<file path="config.mk">
export PLATFORM = sky130hd
export DESIGN_NAME = d_inst_buffer
export DESIGN_NICKNAME = d
export VERILOG_FILES = /design/src/rtl/d_inst_buffer.sv
export SDC_FILE = /design/constraint.sdc
export NUM_CORES = 1
export LEC_CHECK = 0
export BUFFER_PORTS_ARGS = -buffer_cell sky130_fd_sc_hd__buf_2
export CAP_MARGIN = 20
export CORE_MARGIN = 2
export CORE_UTILIZATION = 25
export CTS_CLUSTER_DIAMETER = 50
export DETAILED_ROUTE_END_ITERATION = 8
export PLACE_DENSITY = 0.38
export SYNTH_ARGS = -nofsm -noshare
export SYNTH_HDL_FRONTEND = slang
export SYNTH_SLANG_ARGS = --single-unit
</file>
<file path="constraint.sdc">
create_clock -name clk -period 7.99 [get_ports clk]
set_clock_uncertainty 0.1 [all_clocks]
set_input_delay 0 -clock clk [delete_from_list [all_inputs] [get_ports clk]]
set_output_delay 0 -clock clk [all_outputs]
set_load 0.01 [all_outputs]
</file>
<file path="src/rtl/d_inst_buffer.sv">
// d_inst_buffer: 2-wide instruction buffer between fetch and decode.
// Fetch packets of up to two instructions are compacted into a circular
// queue. The oldest one or two entries are presented to the decoder, with
// slot 0 holding the oldest. A redirect (flush_i) empties the buffer.
// Optional feature: define D_IBUF_PERF_EN to add empty/full perf counters.
module d_inst_buffer #(
  parameter int DEPTH = 8
) (
  input  logic             clk,
  input  logic             rst,
  input  logic             flush_i,
  input  logic             in_valid_i,
  output logic             in_ready_o,
  input  logic [1:0]       in_mask_i,
  input  logic [1:0][31:0] in_pc_i,
  input  logic [1:0][31:0] in_inst_i,
  output logic             out_valid_o,
  input  logic             out_ready_i,
  output logic [1:0]       out_mask_o,
  output logic [1:0][31:0] out_pc_o,
  output logic [1:0][31:0] out_inst_o
`ifdef D_IBUF_PERF_EN
  ,
  output logic [31:0]      perf_empty_cnt_o,
  output logic [31:0]      perf_full_cnt_o
`endif
);

  localparam int PTR_W = $clog2(DEPTH);
  localparam int CNT_W = PTR_W + 1;
  localparam logic [CNT_W-1:0] READY_LIM = CNT_W'(DEPTH - 2);
  localparam logic [CNT_W-1:0] FULL_LVL  = CNT_W'(DEPTH);

  typedef struct packed {
    logic [31:0] pc;
    logic [31:0] inst;
  } entry_t;

  entry_t           mem [DEPTH];
  logic [PTR_W-1:0] head, tail;
  logic [PTR_W-1:0] head_p1, tail_p1;
  logic [CNT_W-1:0] count;

  logic             enq_fire, deq_fire;
  logic [1:0]       enq_num, deq_num;

  // Number of set bits in a 2-bit slot mask.
  function automatic logic [1:0] pop2(input logic [1:0] m);
    return {m[1] & m[0], m[1] ^ m[0]};
  endfunction

  assign head_p1 = head + PTR_W'(1);
  assign tail_p1 = tail + PTR_W'(1);

  // Space for a full two-wide packet is required regardless of its mask, so
  // acceptance depends only on the registered occupancy.
  assign in_ready_o  = (count <= READY_LIM);
  assign out_valid_o = (count != '0);

  assign enq_fire = in_valid_i & in_ready_o;
  assign deq_fire = out_valid_o & out_ready_i;
  assign enq_num  = enq_fire ? pop2(in_mask_i)  : 2'd0;
  assign deq_num  = deq_fire ? pop2(out_mask_o) : 2'd0;

  // Present the oldest one or two entries straight from the RAM.
  always_comb begin
    out_mask_o    = 2'b00;
    out_pc_o[0]   = mem[head].pc;
    out_inst_o[0] = mem[head].inst;
    out_pc_o[1]   = mem[head_p1].pc;
    out_inst_o[1] = mem[head_p1].inst;
    if (count >= CNT_W'(2))      out_mask_o = 2'b11;
    else if (count == CNT_W'(1)) out_mask_o = 2'b01;
  end

  // Write accepted slots at the tail, compacting a lone slot 1 down to tail.
  // NOTE: the storage array has no reset; only head/tail/count define which
  // entries are meaningful, so clearing the RAM would cost logic for nothing.
  always_ff @(posedge clk) begin
    if (enq_fire && !flush_i) begin
      if (in_mask_i[0]) mem[tail] <= '{pc: in_pc_i[0], inst: in_inst_i[0]};
      if (in_mask_i[1]) mem[in_mask_i[0] ? tail_p1 : tail] <= '{pc: in_pc_i[1], inst: in_inst_i[1]};
    end
  end

  // Advance pointers and occupancy; flush wins over any handshake.
  // NOTE: sequential state uses non-blocking assignments so every register
  // samples the pre-edge values of the others, independent of statement order.
  always_ff @(posedge clk or posedge rst) begin
    if (rst) begin
      head  <= '0;
      tail  <= '0;
      count <= '0;
    end else if (flush_i) begin
      head  <= '0;
      tail  <= '0;
      count <= '0;
    end else begin
      head  <= head + PTR_W'(deq_num);
      tail  <= tail + PTR_W'(enq_num);
      count <= count + CNT_W'(enq_num) - CNT_W'(deq_num);
    end
  end

`ifdef D_IBUF_PERF_EN
  // Saturating counters of empty cycles and back-pressured fetch cycles;
  // only rst clears them, a flush does not.
  always_ff @(posedge clk or posedge rst) begin
    if (rst) begin
      perf_empty_cnt_o <= '0;
      perf_full_cnt_o  <= '0;
    end else begin
      if (count == '0 && !flush_i && perf_empty_cnt_o != 32'hFFFF_FFFF)
        perf_empty_cnt_o <= perf_empty_cnt_o + 32'd1;
      if (in_valid_i && !in_ready_o && perf_full_cnt_o != 32'hFFFF_FFFF)
        perf_full_cnt_o <= perf_full_cnt_o + 32'd1;
    end
  end
`endif

  // Occupancy must never exceed capacity and must match the pointer distance.
  a_ptr_consistent : assert property (@(posedge clk) disable iff (rst)
    (count <= FULL_LVL) && (tail == head + PTR_W'(count)));

endmodule

</file>
==> metrics.csv <==
stage;metric;value;unit
grt;antenna_found_initial;15;
floorplan;rows;128;
power;p_leak;12.99;nW
synthesis;synth_top_cells_by_area;edfxtp_1 (50%), mux4_2 (19%), mux2_2 (14%);
cts;post_cts_resize_count;0;
floorplan;die-area;126400;um^2
placement;dp.cells;3456;
routing;wirelength;103200;um
setup_path;crit_path_max_fanout;54;
synthesis;synth_seq_area_share;50.60;%
status;status;finished, final reports clean;
timing;hold_ws;0.1373;ns
cts;cts_tree;yes;
floorplan;die_h;355.5;um
setup_path;reg2reg_slack;3.69;ns
setup_path;cp_slowest_cell;buf_4;
synthesis;yosysWarnings;0;
timing;rsz0062_at_grt;false;
synthesis;synthTopCellsByCount;edfxtp_1 (512), mux2_2 (379), mux4_2 (256);
synthesis;synth_top_area_share;49.79;%
timing;setup_slack;3.670;ns
placement;portBuffers;266;
synthesis;synth.distinct_cells;46;
cells_and_area;drive_gt1_share;56.66;%
timing;min_period_over_period;54.07;%
cells_and_area;nNetsFinal;2281;
cells_and_area;area_growth;26.70;%
setup_path;worstPathArrival;4.22;ns
power;vdd_drop_max;0.0001694;V
synthesis;synth_fa_ha_area_share;0.7050;%
synthesis;synth_edf_count;512;
timing;report.final.slew_viol_count;0;
hold_path;worstHoldStart;flush_i;
synthesis;synth_flop_cell;edfxtp_1;
cts;post_cts_buffers;0;
power;power_density;267.6;nW/um^2
routing;drc_errors;0;
cts;cts.sinks;522;
synthesis;synth_top_family_by_area;multiplexers;
cts;h-tree-depth;3;
floorplan;io_pins;267;
synthesis;syn_area_per_cell;18.68;um^2
floorplan;core-area;122200;um^2
synthesis;synth_cells;1653;
grt;use_met2;26.88;%
timing;min_period;4.320;ns
placement;dp_slack;4.128;ns
setup_path;reg2reg_from;tail[0]$_DFF_PP0_;
grt;grt-ovfl-total;0;
synthesis;synth_xor_area_share;0.2836;%
setup_path;path_cells;buf_4 -> buf_4 -> mux4_2 -> mux2_2 -> buf_2;
synthesis;netlist_area;30880;um^2
synthesis;synthMuxAreaShare;43.62;%
routing;first_pass_iters;5;
setup_path;r2r_end;mem[7][53]$_DFFE_PP_;
run;maxCapViolCount;0;
cts;clock-root-buffer;clkbuf_16;
routing;drtIter0Drc;1033;
placement;gp_congestion;0.7158;
grt;grt_pass1_vias;20116;
timing;setup_viol;0;
timing;max_freq;231.5;MHz
routing;antenna_left;0;
grt;grt_use_total;16.34;%
synthesis;synth_compound_area_share;0.3930;%
timing;tns;0;ns
grt;use_met3;3.452;%
routing;vias;18190;
floorplan;die_w;355.5;um
timing;maxSlewHeadroom;28.27;%
synthesis;synth_nets;1803;
setup_path;rr_worst_depth;7;
cts;clkTransAtPathRegs;0.05;ns
grt;grt_pass1_wl;147300;um
cells_and_area;stdcell_count;3843;
placement;dp_hpwl;58390;um
setup_path;worstPathRequired;7.89;ns
grt;top_usage_layer;met2;
synthesis;yosys_register_bits;522;
grt;grt_max_degree;57;
cts;cts_buffer_depth;3;
synthesis;synthMostInstantiatedCell;edfxtp_1;
setup_path;timing.critical_path.mode_cell;buf_4;
grt;met1_usage;21.68;%
floorplan;initial_core_util;25.27;%
setup_path;cpPeakStageDelay;0.83;ns
hold_path;whs_path_depth;3;
hold_path;worst_hold_path.endpoint;tail[1]$_DFF_PP0_;
setup_path;endpoint_kind;output port;
timing;tightestPinTransition;1.076;ns
cts;worstSkewPairLatency;0.68;ns
timing;hold_violations;0;
synthesis;synth-simple-area-share;1.159;%
synthesis;async_reset_ff_share;1.916;%
routing;vias_per_cell;4.733;
routing;routedWlPerCell;26.86;um
hold_path;min_path_type;in2reg;
synthesis;synth_top_area_cell;edfxtp_1;
setup_path;crit_type;reg2out;
cts;cts_buffers;99;
setup_path;critPathLaunchType;flip-flop;
-- worst max path at each step --
stage | startpoint | endpoint | cells after the start
after floorplan | tail[0]$_DFF_PP0_ | mem[3][0]$_DFFE_PP_ | 5
after global placement | tail[0]$_DFF_PP0_ | mem[6][2]$_DFFE_PP_ | 6
after detailed placement | tail[0]$_DFF_PP0_ | mem[6][2]$_DFFE_PP_ | 6
after CTS | head[1]$_DFF_PP0_ | out_inst_o[31] | 5
after global routing | head[0]$_DFF_PP0_ | out_inst_o[55] | 5
final | head[0]$_DFF_PP0_ | out_inst_o[55] | 5
-- final cells by class --
cell class | instances | area [um^2]
clock buffer | 113 | 2572
inverter | 14 | 52.55
multi-input combinational | 990 | 14370
antenna | 3 | 7.507
clock inverter | 72 | 828.3
tap | 1625 | 2033
fill | 11868 | 83070
sequential | 522 | 15640
timing repair buffer | 504 | 3628
-- registers in the layout, summed over array words and instances (netlist names) --
signal,flops
tail,3
count,4
mem,512
head,3
-- where the power goes --
part / switching [mW] / internal, mW
logic: 1.48 / 1.44
clock network: 1.52 / 2.79
registers: 0.113 / 3.13
-- repair_timing --
action,4_1_cts,5_1_grt
setup endpoints to repair,0,0
hold buffers,199,0
hold endpoints to repair,532,0
-- cells by family (layout without fill, tap and decap cells) --
logic type      Yosys count  in the layout
flops                   522            522
buf+inv                 141            703
xor+xnor                  7              7
simple gates             55             55
other cells               0              3
mux                     899            899
compound gates           14             14
fa+ha+maj                15             15
-- critical path: cells and delay by family (launching register included) --
family | cells | cell delay, ns
buf+inv | 3 | 1.72
mux | 2 | 0.94
flops | 1 | 0.81
-- per-stage QoR --
| step | area, um^2 | total power, mW | utilization [%] |
|---|---|---|---|
| 3_3_place_gp | 33730 | 6.201 | 27.60 |
| 5_1_grt | 39130 | 10.94 | 32.02 |
| 2_1_floorplan | 30880 | 5.120 | - |
| 3_5_place_dp | 33730 | 6.208 | 27.60 |
| 6_report | 39130 | 10.47 | 32.02 |
| 4_1_cts | 39120 | 10.69 | 32.01 |
-- per-layer routing --
layer	wire (um)	share of wire, %	vias to the layer above
li1	-	-	7938
met1	46290	45	9665
met5	78	0.076	-
met3	5041	4.9	129
met2	49810	48	444
met4	2021	2.0	14
-- layout by cell type (no fill, tap or decap), drive strengths merged, types with 3 or more instances in the layout --
cell type    Yosys  layout
a21oi            6       6
a32oi            4       4
and3             3       3
buf             96     305
bufinv           0      15
clkbuf          31     113
clkinv           0      37
clkinvlp         0      14
dfrtp           10      10
diode            0       3
dlygate4sd3      0     199
edfxtp         512     512
fa               4       4
ha              11      11
inv             14      20
mux2           641     641
mux4           256     256
nand2            9       9
nand3            4       4
nand3b           3       3
nor2            15      15
nor2b            8       8
xnor2            3       3
xor2             4       4
No activity file was read; power rests on OpenSTA's default activity.
